--- src/rtl/port_ingress_buffer.sv ---
// Per-port ingress buffer: accepts packets from one switch port, stores
// complete packets in a word FIFO with a descriptor queue, and streams one
// whole packet to the SRAM write side after each arbiter grant.
//
// Handshake: a packet word is taken on every cycle wr_vld is high (there is
// no back-pressure). xfer_req is held while a committed packet waits and TX
// is idle. A one-cycle xfer_grant seen while xfer_req is high starts a
// transfer. wr_xfer_data_vld then marks exactly xfer_length contiguous
// words, which are followed by a single wr_end_of_packet cycle.
module port_ingress_buffer #(
  parameter int DATA_DEPTH = 64,
  parameter int PKT_DEPTH  = 8
) (
  input  logic                        clk,
  input  logic                        rst,
  input  logic                        wr_sop,
  input  logic                        wr_vld,
  input  logic [15:0]                 wr_data,
  input  logic                        wr_eop,
  output logic                        xfer_req,
  output logic [3:0]                  xfer_dest_port,
  output logic [8:0]                  xfer_length,
  input  logic                        xfer_grant,
  output logic                        wr_xfer_data_vld,
  output logic [15:0]                 wr_xfer_data,
  output logic                        wr_end_of_packet,
  output logic [$clog2(DATA_DEPTH):0] buf_words_used,
  output logic [15:0]                 drop_count
);

  localparam int AW = $clog2(DATA_DEPTH);
  localparam int CW = AW + 1;
  localparam int PW = $clog2(PKT_DEPTH);

  typedef enum logic [1:0] {RX_IDLE, RX_RECV, RX_DISCARD} rx_state_t;
  typedef enum logic [1:0] {TX_IDLE, TX_READ, TX_EOP} tx_state_t;

  // Storage
  logic [15:0]   mem [DATA_DEPTH];
  logic [AW-1:0] desc_start [PKT_DEPTH];
  logic [CW-1:0] desc_len   [PKT_DEPTH];
  logic [3:0]    desc_dest  [PKT_DEPTH];

  // RX state
  rx_state_t     rx_state_q, rx_state_d;
  logic [AW-1:0] wr_ptr_q, wr_ptr_d;
  logic [AW-1:0] start_ptr_q, start_ptr_d;
  logic [CW-1:0] inprog_q, inprog_d;
  logic [8:0]    hdr_len_q, hdr_len_d;
  logic [3:0]    hdr_dest_q, hdr_dest_d;
  logic [CW-1:0] committed_q, committed_d;
  logic [15:0]   drop_q, drop_d;

  // Descriptor queue
  logic [PW-1:0] dq_wr_q, dq_rd_q;
  logic [PW:0]   dq_cnt_q;
  logic          dq_full;

  // TX state
  tx_state_t     tx_state_q, tx_state_d;
  logic [AW-1:0] tx_addr_q, tx_addr_d;
  logic [CW-1:0] tx_cnt_q, tx_cnt_d;
  logic          vld_q, vld_d;
  logic          eop_q, eop_d;
  logic [15:0]   data_q;

  // Combinational controls
  logic          mem_we;
  logic [AW-1:0] mem_waddr;
  logic          push;
  logic [AW-1:0] push_start;
  logic [CW-1:0] push_len;
  logic [3:0]    push_dest;
  logic [1:0]    drop_inc;
  logic [AW-1:0] base_ptr;
  logic [CW-1:0] cnt_next;
  logic [CW-1:0] used;
  logic          rd_en;
  logic          pop;
  logic [AW-1:0] head_start;
  logic [CW-1:0] head_len;
  logic [16:0]   drop_sum;

  assign dq_full    = (dq_cnt_q == (PW+1)'(PKT_DEPTH));
  assign used       = committed_q + inprog_q;
  assign head_start = desc_start[dq_rd_q];
  assign head_len   = desc_len[dq_rd_q];

  // The eop_q term keeps xfer_req low during the end-of-packet cycle itself.
  assign xfer_req         = (dq_cnt_q != '0) && (tx_state_q == TX_IDLE) && !eop_q;
  assign xfer_dest_port   = xfer_req ? desc_dest[dq_rd_q] : 4'd0;
  assign xfer_length      = xfer_req ? 9'(head_len) : 9'd0;
  assign wr_xfer_data_vld = vld_q;
  assign wr_xfer_data     = data_q;
  assign wr_end_of_packet = eop_q;
  assign buf_words_used   = used;
  assign drop_count       = drop_q;

  // RX next-state: header capture, word writes, commit and drop decisions.
  // A sop in RECV abandons the partial packet, so the new header reuses its
  // start pointer and only committed words count against space.
  always_comb begin
    rx_state_d  = rx_state_q;
    wr_ptr_d    = wr_ptr_q;
    start_ptr_d = start_ptr_q;
    inprog_d    = inprog_q;
    hdr_len_d   = hdr_len_q;
    hdr_dest_d  = hdr_dest_q;
    mem_we      = 1'b0;
    mem_waddr   = wr_ptr_q;
    push        = 1'b0;
    push_start  = start_ptr_q;
    push_len    = '0;
    push_dest   = hdr_dest_q;
    drop_inc    = 2'd0;
    base_ptr    = (rx_state_q == RX_RECV) ? start_ptr_q : wr_ptr_q;
    cnt_next    = inprog_q + 1'b1;
    if (wr_vld) begin
      if (wr_sop) begin
        if (rx_state_q == RX_RECV) drop_inc = 2'd1;
        wr_ptr_d = base_ptr;
        inprog_d = '0;
        if (dq_full || (committed_q >= CW'(DATA_DEPTH))) begin
          drop_inc   = drop_inc + 2'd1;
          rx_state_d = wr_eop ? RX_IDLE : RX_DISCARD;
        end else begin
          mem_we      = 1'b1;
          mem_waddr   = base_ptr;
          start_ptr_d = base_ptr;
          hdr_len_d   = wr_data[15:7];
          hdr_dest_d  = wr_data[3:0];
          if (wr_eop) begin
            rx_state_d = RX_IDLE;
            if (wr_data[15:7] == 9'd1) begin
              push       = 1'b1;
              push_start = base_ptr;
              push_len   = CW'(1);
              push_dest  = wr_data[3:0];
              wr_ptr_d   = base_ptr + 1'b1;
            end else begin
              drop_inc = drop_inc + 2'd1;
            end
          end else begin
            rx_state_d = RX_RECV;
            wr_ptr_d   = base_ptr + 1'b1;
            inprog_d   = CW'(1);
          end
        end
      end else if (rx_state_q == RX_RECV) begin
        if (used >= CW'(DATA_DEPTH)) begin
          drop_inc   = 2'd1;
          wr_ptr_d   = start_ptr_q;
          inprog_d   = '0;
          rx_state_d = wr_eop ? RX_IDLE : RX_DISCARD;
        end else begin
          mem_we = 1'b1;
          if (wr_eop) begin
            rx_state_d = RX_IDLE;
            inprog_d   = '0;
            if (9'(cnt_next) == hdr_len_q) begin
              push     = 1'b1;
              push_len = cnt_next;
              wr_ptr_d = wr_ptr_q + 1'b1;
            end else begin
              drop_inc = 2'd1;
              wr_ptr_d = start_ptr_q;
            end
          end else begin
            wr_ptr_d = wr_ptr_q + 1'b1;
            inprog_d = cnt_next;
          end
        end
      end else if ((rx_state_q == RX_DISCARD) && wr_eop) begin
        rx_state_d = RX_IDLE;
      end
    end
  end

  // TX next-state: one read per READ cycle, then a single EOP cycle that
  // pops the descriptor and frees its words.
  always_comb begin
    tx_state_d = tx_state_q;
    tx_addr_d  = tx_addr_q;
    tx_cnt_d   = tx_cnt_q;
    rd_en      = 1'b0;
    pop        = 1'b0;
    vld_d      = 1'b0;
    eop_d      = 1'b0;
    case (tx_state_q)
      TX_IDLE: begin
        if (xfer_grant && xfer_req) begin
          tx_state_d = TX_READ;
          tx_addr_d  = head_start;
          tx_cnt_d   = '0;
        end
      end
      TX_READ: begin
        rd_en     = 1'b1;
        vld_d     = 1'b1;
        tx_addr_d = tx_addr_q + 1'b1;
        tx_cnt_d  = tx_cnt_q + 1'b1;
        if (CW'(tx_cnt_q + 1'b1) == head_len) tx_state_d = TX_EOP;
      end
      TX_EOP: begin
        eop_d      = 1'b1;
        pop        = 1'b1;
        tx_state_d = TX_IDLE;
      end
      default: tx_state_d = TX_IDLE;
    endcase
  end

  // Shared bookkeeping: committed words and saturating drop counter.
  always_comb begin
    committed_d = committed_q + (push ? push_len : '0) - (pop ? head_len : '0);
    drop_sum    = {1'b0, drop_q} + {15'd0, drop_inc};
    drop_d      = drop_sum[16] ? 16'hFFFF : drop_sum[15:0];
  end

  // State and control registers with synchronous reset.
  always_ff @(posedge clk) begin
    if (rst) begin
      rx_state_q  <= RX_IDLE;
      wr_ptr_q    <= '0;
      start_ptr_q <= '0;
      inprog_q    <= '0;
      hdr_len_q   <= '0;
      hdr_dest_q  <= '0;
      committed_q <= '0;
      drop_q      <= '0;
      dq_wr_q     <= '0;
      dq_rd_q     <= '0;
      dq_cnt_q    <= '0;
      tx_state_q  <= TX_IDLE;
      tx_addr_q   <= '0;
      tx_cnt_q    <= '0;
      vld_q       <= 1'b0;
      eop_q       <= 1'b0;
      data_q      <= '0;
    end else begin
      rx_state_q  <= rx_state_d;
      wr_ptr_q    <= wr_ptr_d;
      start_ptr_q <= start_ptr_d;
      inprog_q    <= inprog_d;
      hdr_len_q   <= hdr_len_d;
      hdr_dest_q  <= hdr_dest_d;
      committed_q <= committed_d;
      drop_q      <= drop_d;
      if (push) dq_wr_q <= dq_wr_q + 1'b1;
      if (pop)  dq_rd_q <= dq_rd_q + 1'b1;
      dq_cnt_q    <= dq_cnt_q + (push ? 1'b1 : 1'b0) - (pop ? 1'b1 : 1'b0);
      tx_state_q  <= tx_state_d;
      tx_addr_q   <= tx_addr_d;
      tx_cnt_q    <= tx_cnt_d;
      vld_q       <= vld_d;
      eop_q       <= eop_d;
      if (rd_en) data_q <= mem[tx_addr_q];
    end
  end

  // Word and descriptor storage; contents are don't-care until committed.
  always_ff @(posedge clk) begin
    if (mem_we) mem[mem_waddr] <= wr_data;
    if (push) begin
      desc_start[dq_wr_q] <= push_start;
      desc_len[dq_wr_q]   <= push_len;
      desc_dest[dq_wr_q]  <= push_dest;
    end
  end

endmodule

--- config.mk ---
export PLATFORM = sky130hd
export DESIGN_NAME = port_ingress_buffer
export DESIGN_NICKNAME = d
export VERILOG_FILES = /design/src/rtl/port_ingress_buffer.sv
export SDC_FILE = /design/constraint.sdc
export NUM_CORES = 2
export LEC_CHECK = 0
export BUFFER_PORTS_ARGS = -buffer_cell sky130_fd_sc_hd__buf_4
export CORE_ASPECT_RATIO = 1.5
export CORE_MARGIN = 2
export CORE_UTILIZATION = 53
export CTS_CLUSTER_SIZE = 25
export DETAILED_ROUTE_END_ITERATION = 8
export GPL_TIMING_DRIVEN = 0
export HOLD_SLACK_MARGIN = 0.05
export PLACE_DENSITY_LB_ADDON = 0.08
export SLEW_MARGIN = 30
export SYNTH_ARGS = -nofsm -noshare
export SYNTH_HDL_FRONTEND = slang
export SYNTH_SLANG_ARGS = --single-unit
--- constraint.sdc ---
create_clock -name clk -period 5.85 [get_ports clk]
set_input_delay 1.17 -clock clk [delete_from_list [all_inputs] [get_ports clk]]
set_output_delay 1.17 -clock clk [all_outputs]
set_load 0.01 [all_outputs]
== Yosys cells after proc, flatten, opt, wreduce, memory -nomap -nowiden ==
Memories as Yosys holds them, arrays and structs flattened. A register that Yosys moved wholly into a read port is not among the register bits.
Cells that the tools add are included.
Word-level totals
  bits in registers: 84
  bits in writable memories: 1160
  memories: 4
Memories
  mem: depth 64, width 16, read ports 1, clocked after memory_dff 1, write ports 1, line 39  | logic [15:0] mem [DATA_DEPTH];
  desc_len: depth 8, width 7, read ports 1, clocked after memory_dff 1, write ports 1, line 41  | logic [CW-1:0] desc_len [PKT_DEPTH];
  desc_start: depth 8, width 6, read ports 1, clocked after memory_dff 1, write ports 1, line 40  | logic [AW-1:0] desc_start [PKT_DEPTH];
  desc_dest: depth 8, width 4, read ports 1, clocked after memory_dff 1, write ports 1, line 42  | logic [3:0] desc_dest [PKT_DEPTH];
Cells by class
  add/subtract/negate cells: 14
  order comparisons: 2
  equality and inequality tests: 11
  muxes and demuxes: 97
  bitwise logic cells: 1
  reductions and logical operators: 16
Operator list (number)
  2-to-1 mux 6 bit: 18
  2-to-1 mux 7 bit: 14
  2-to-1 mux 1 bit: 33
  2-to-1 mux 2 bit: 16
  2-to-1 mux 4 bit: 6
  adder 6 x 1 -> 6 bit, second input constant: 3
  2-to-1 mux 3 bit: 6
  adder 16 x 2 -> 17 bit: 1
  2-to-1 mux 16 bit: 1
  adder 7 x 1 -> 7 bit, second input constant: 2
  adder 7 bit: 2
  greater-or-equal comparator 7 bit, second input constant: 2
  one-hot mux 7 bit (2 select lines): 1
  one-hot mux 6 bit (2 select lines): 1
  equality test 7 x 9 -> 1 bit: 1
  equality test 9 x 1 -> 1 bit, second input constant: 1
  equality test 7 bit: 1
  subtractor 7 bit: 1
  adder 3 x 1 -> 3 bit, second input constant: 2
  AND reduction 2 bit: 3
  AND reduction 3 bit: 2
  adder 4 x 1 -> 4 bit: 1
  equality test 2 x 1 -> 1 bit, second input constant: 2
  equality test 2 bit, second input constant: 2
  other kinds (15): 19

== Longest topological paths before layout ==
  depth in word-level cells: 12
  depth in mapped cells: 20

== Worst setup path before layout ==
Ideal clock, no wire load.
  path type: input port to flip-flop
  start: input port wr_vld
  end: register committed_q[6]
  setup time: 0.070 ns
  arrival time: 4.688 ns
  setup slack: 1.092 ns
  stages: 19
  path buffers: 3
  cells stage by stage: buf_2 > nand2_1 > a211o_1 > clkbuf_1 > or3_1 > clkbuf_1 > o21ai_0 > inv_1 > ha_1 > inv_1 > ha_1 > fa_1 > a21o_1 > a21oi_1 > o21bai_1 > a21oi_1 > xnor2_1 > or3_1 > a21oi_1
Between the ends
  longest elaborated chain between the ends: 4
  elaborated cells on any way between the ends: 5
  classes of those cells: add/sub: 2; mux: 3
Ends and longest elaborated chain
  start, declared: line 17  | input logic wr_vld,
  2-to-1 mux 7 bit: line 118  | if (wr_vld) begin
  via push_len[0]: line 72  | logic [CW-1:0] push_len;
  2-to-1 mux 7 bit: line 215  | committed_d = committed_q + (push ? push_len : '0) - (pop ? head_len : '0);
  adder 7 bit: line 215
  subtractor 7 bit: line 215
  end signal, assigned: line 247  | committed_q <= committed_d;
  end, declared: line 51  | logic [CW-1:0] committed_q, committed_d;
The timed path passes the listed nets, and every way through them passes these cells.
A chain may end at the register's enable or synchronous reset.

== Final worst setup path ==
  start: register inprog_q[0]
  end: register committed_q[6]
Between the ends
  longest elaborated chain between the ends: 11
  elaborated cells on any way between the ends: 19
  classes of those cells: add/sub: 4; order compare: 1; eq/ne: 1; mux: 13
Ends and longest elaborated chain
  start, declared: line 48  | logic [CW-1:0] inprog_q, inprog_d;
  start signal, assigned: line 244  | inprog_q <= inprog_d;
  parallel branches: the longest is 4 deep, another holds adder 7 bit
  2-to-1 mux 7 bit (*): line 150  | if (used >= CW'(DATA_DEPTH)) begin
  2-to-1 mux 7 bit (*): line 149  | end else if (rx_state_q == RX_RECV) begin
  2-to-1 mux 7 bit (*): line 119  | if (wr_sop) begin
  2-to-1 mux 7 bit (*): line 118
  via push_len[0]: line 72
  2-to-1 mux 7 bit (*): line 215
  adder 7 bit (*): line 215
  subtractor 7 bit (*): line 215
Mark *: on every way through the listed nets, which the timed path passes.

==> flow_summary.json <==
{
  "vdd_drop_max_mv": 0.268,
  "die_w_um": 256,
  "dr.pass1.iters": 5,
  "synthCells": 2675,
  "met2_usage": 0.509,
  "drv_slew": 0,
  "clk_latency_ns": 0.73,
  "muxShareOfSynthArea": 0.149,
  "final_common_cell": "edfxtp_1",
  "port_buffers": 72,
  "reg2reg_to": "committed_q[6]$_SDFF_PP0_",
  "ys_types": 69,
  "syn-cell-area_um2": 50400,
  "path_buf_inv": 2,
  "finalHoldViolCount": 0,
  "core_um2": 94300,
  "cts_tree": "built",
  "synth.avg_cell_area_um2": 18.8,
  "maxCapViolations": 0,
  "grt_pass1_vias": 27700,
  "grt_usage": 0.286,
  "cts.sinks": 1263,
  "min_period_over_period": 0.900,
  "postLayoutCellArea_um2": 57200,
  "busiest_layer": "met2",
  "async_flop_share": 0,
  "antenna_found_initial": 4,
  "vias": 26800,
  "layout_common_cells": "edfxtp_1 (1160), mux4_2 (304), nand2_1 (118), nor2_1 (117), clkbuf_16 (115)",
  "gr-total-overflow": 0,
  "synth_seq_area_share": 0.732,
  "layout_setup_ws_ns": 0.585,
  "slew_headroom": 0.285,
  "viasPerCell": 6.32,
  "synth_compound_area_frac": 0.0384,
  "reg2reg_from": "inprog_q[0]$_SDFFE_PP0P_",
  "fin_tns_setup_ns": 0,
  "crit_slowest_cell": "a2111oi_4",
  "syn_to_final_growth_pct": 13.5,
  "worstPathArrival_ns": 5.90,
  "dpl_worst_slack_ns": -0.156,
  "synth-edff-count": 1160,
  "dieArea_um2": 97600,
  "crit_fanout": 9,
  "rr_worst_depth": 19,
  "die_height_um": 382,
  "cts_buffers": 112,
  "gr-usage-met3": 0.0468,
  "yosys_warnings": 0,
  "hp-class": "reg -> reg",
  "yosys.area_share.simple": 0.0424,
  "cts_buffer_depth": 3,
  "grt_setup_unrepaired": "no",
  "fin_nets": 2954,
  "dp_cells": 4040,
  "wl_per_cell_um": 32.4,
  "ys_seq_elements": 1263,
  "fmax_mhz": 190,
  "cp-start-kind": "flop",
  "critPathTopFamily": "compound AO/OA/AOI/OAI gates",
  "cts_setup_buffers": 0,
  "crit_chain": "ha_1 -> and3_1 -> and2b_1 -> nor2_2 -> a2111oi_4 -> nand4_4 -> o21ai_2 -> inv_1 -> ha_1 -> inv_1 -> ha_1 -> fa_1 -> a21o_1 -> a21oi_1 -> o21bai_1 -> a21oi_1 -> xnor2_1 -> or3_1 -> a21oi_1",
  "critical_path_class": "reg -> reg",
  "place.gp.congestion": 0.944,
  "routed_wl_um": 138000,
  "start_util": 0.535,
  "setup_viol_count_final": 0,
  "first_iter_violations": 2746,
  "instances_no_fill": 4248,
  "drtAntennaViolNets": 0,
  "powerDensity_nw_per_um2": 314,
  "critPathRequiredTime_ns": 6.49,
  "rows": 138,
  "synth_xor_area_frac": 0.00991,
  "drive_gt1_frac": 0.254,
  "grt_start_max_net_pins": 67,
  "min_to": "hdr_dest_q[3]$_SDFFE_PP0P_",
  "cts_max_level": 3,
  "min_from": "hdr_dest_q[3]$_SDFFE_PP0P_",
  "hold_slack_ns": 0.472,
  "worstMarginPinSlew_ns": 1.07,
  "pin_count": 77,
  "n_fill_cell": 6834,
  "min_period_ns": 5.26,
  "synth_ff_type": "edfxtp_1",
  "synth_top_family_by_area": "multiplexers",
  "path_clk_slew_ns": 0.07,
  "status": "finished clean",
  "grt_use_met1": 0.324,
  "hold_path_depth": 2,
  "drc": 0,
  "end_kind": "flop",
  "synthAdderAreaFrac": 0.0108,
  "p_leak_nw": 17.9,
  "dp_hpwl_um": 93800,
  "max_stage_delay_ns": 0.68,
  "rrSetupSlack_ns": 0.59,
  "cts-root-buf": "clkbuf_16",
  "grt_pass1_wl_um": 196000,
  "skew_ns": 0.0325,
  "dpl_cell_area_um2": 53400
}
-- per-stage QoR --
| step | power [mW] | util |
|---|---|---|
| 3_5_place_dp | 10.5 | 0.567 |
| 5_1_grt | 18.4 | 0.607 |
| 6_report | 17.9 | 0.607 |
| 2_1_floorplan | 10.2 | - |
| 3_3_place_gp | 10.5 | 0.557 |
| 4_1_cts | 18.0 | 0.607 |
-- report_power, final --
part,total [mW],internal (mW),switching [mW]
clock,7.62,4.34,3.29
combinational,0.428,0.0879,0.340
sequential,9.89,9.88,0.0178
-- how the worst max path moves through the flow --
stage                                        start                   endpoint  cells after the start
after floorplan                             wr_vld  committed_q[6]$_SDFF_PP0_                     19
after CTS                 inprog_q[0]$_SDFFE_PP0P_  committed_q[6]$_SDFF_PP0_                     19
after global placement                  wr_data[7]  desc_dest[0][1]$_DFFE_PP_                      7
final                     inprog_q[0]$_SDFFE_PP0P_  committed_q[6]$_SDFF_PP0_                     19
after detailed placement                wr_data[7]  committed_q[6]$_SDFF_PP0_                     18
after global routing      inprog_q[0]$_SDFFE_PP0P_  committed_q[6]$_SDFF_PP0_                     19
-- kinds of logic (layout without fill, tap and decap cells) --
family,Yosys count,after routing
mux,370,370
buf+inv,190,501
xor+xnor,57,57
fa+ha+maj,38,38
other cells,1,3
compound gates,283,283
flops,1263,1263
simple gates,473,473
-- state kept, by name (all words and copies together) (netlist names), 6 cells and up, named ones only --
signal        count
wr_ptr_q          6
desc_len         56
inprog_q          7
committed_q       7
drop_count       16
start_ptr_q       6
hdr_len_q         9
wr_xfer_data     16
desc_start       48
tx_addr_q         6
tx_cnt_q          7
mem            1024
desc_dest        32
-- repair_timing --
action                     in CTS  in global routing
setup endpoints to repair       0                  1
hold buffers                    0                  0
resized for setup               0                  1
-- synthesized netlist by cell type, drive strengths merged (12+ instances only) --
library cell	count	area, um^2
nand2	127	479
a22o	14	123
dfxtp	103	2060
inv	47	176
mux2	12	135
edfxtp	1160	34800
a22oi	47	353
nand3	49	245
a221oi	21	184
nor2	186	701
o22ai	16	100
nor2b	18	113
clkbuf	59	223
xor2	26	228
o21ai	49	245
ha	29	363
buf	83	448
mux4	304	6850
nor3	27	135
a21oi	70	350
mux2i	54	541
xnor2	31	272
-- worst register-to-register path, cell delays in order (launching register included) --
cell	delay, ns
dfxtp_1	0.57
ha_1	0.28
and3_1	0.21
and2b_1	0.17
nor2_2	0.07
a2111oi_4	0.68
nand4_4	0.31
o21ai_2	0.56
inv_1	0.11
ha_1	0.31
inv_1	0.04
ha_1	0.21
fa_1	0.47
a21o_1	0.18
a21oi_1	0.21
o21bai_1	0.09
a21oi_1	0.18
xnor2_1	0.11
or3_1	0.31
a21oi_1	0.13
-- layout make-up --
class | count | area, um^2 | share of cell area
plain buffers | 143 | 683 | 0.0119
clock buffers | 135 | 2950 | 0.0516
flip-flops and latches | 1263 | 36900 | 0.645
diodes | 1 | 2.50 | 0.0000438
multi-input cells | 1223 | 13100 | 0.230
well taps | 1260 | 1580 | 0.0276
inverters | 47 | 176 | 0.00308
clock inverters | 72 | 802 | 0.0140
repair buffers | 104 | 967 | 0.0169
-- metal layers --
| metal | routed length, um | up-vias |
|---|---|---|
| met5 | 37 | - |
| met4 | 8880 | 6 |
| met3 | 8500 | 328 |
| met2 | 72700 | 1132 |
| met1 | 47400 | 14100 |
| li1 | - | 11300 |
Power figures use the tool's default switching activity.
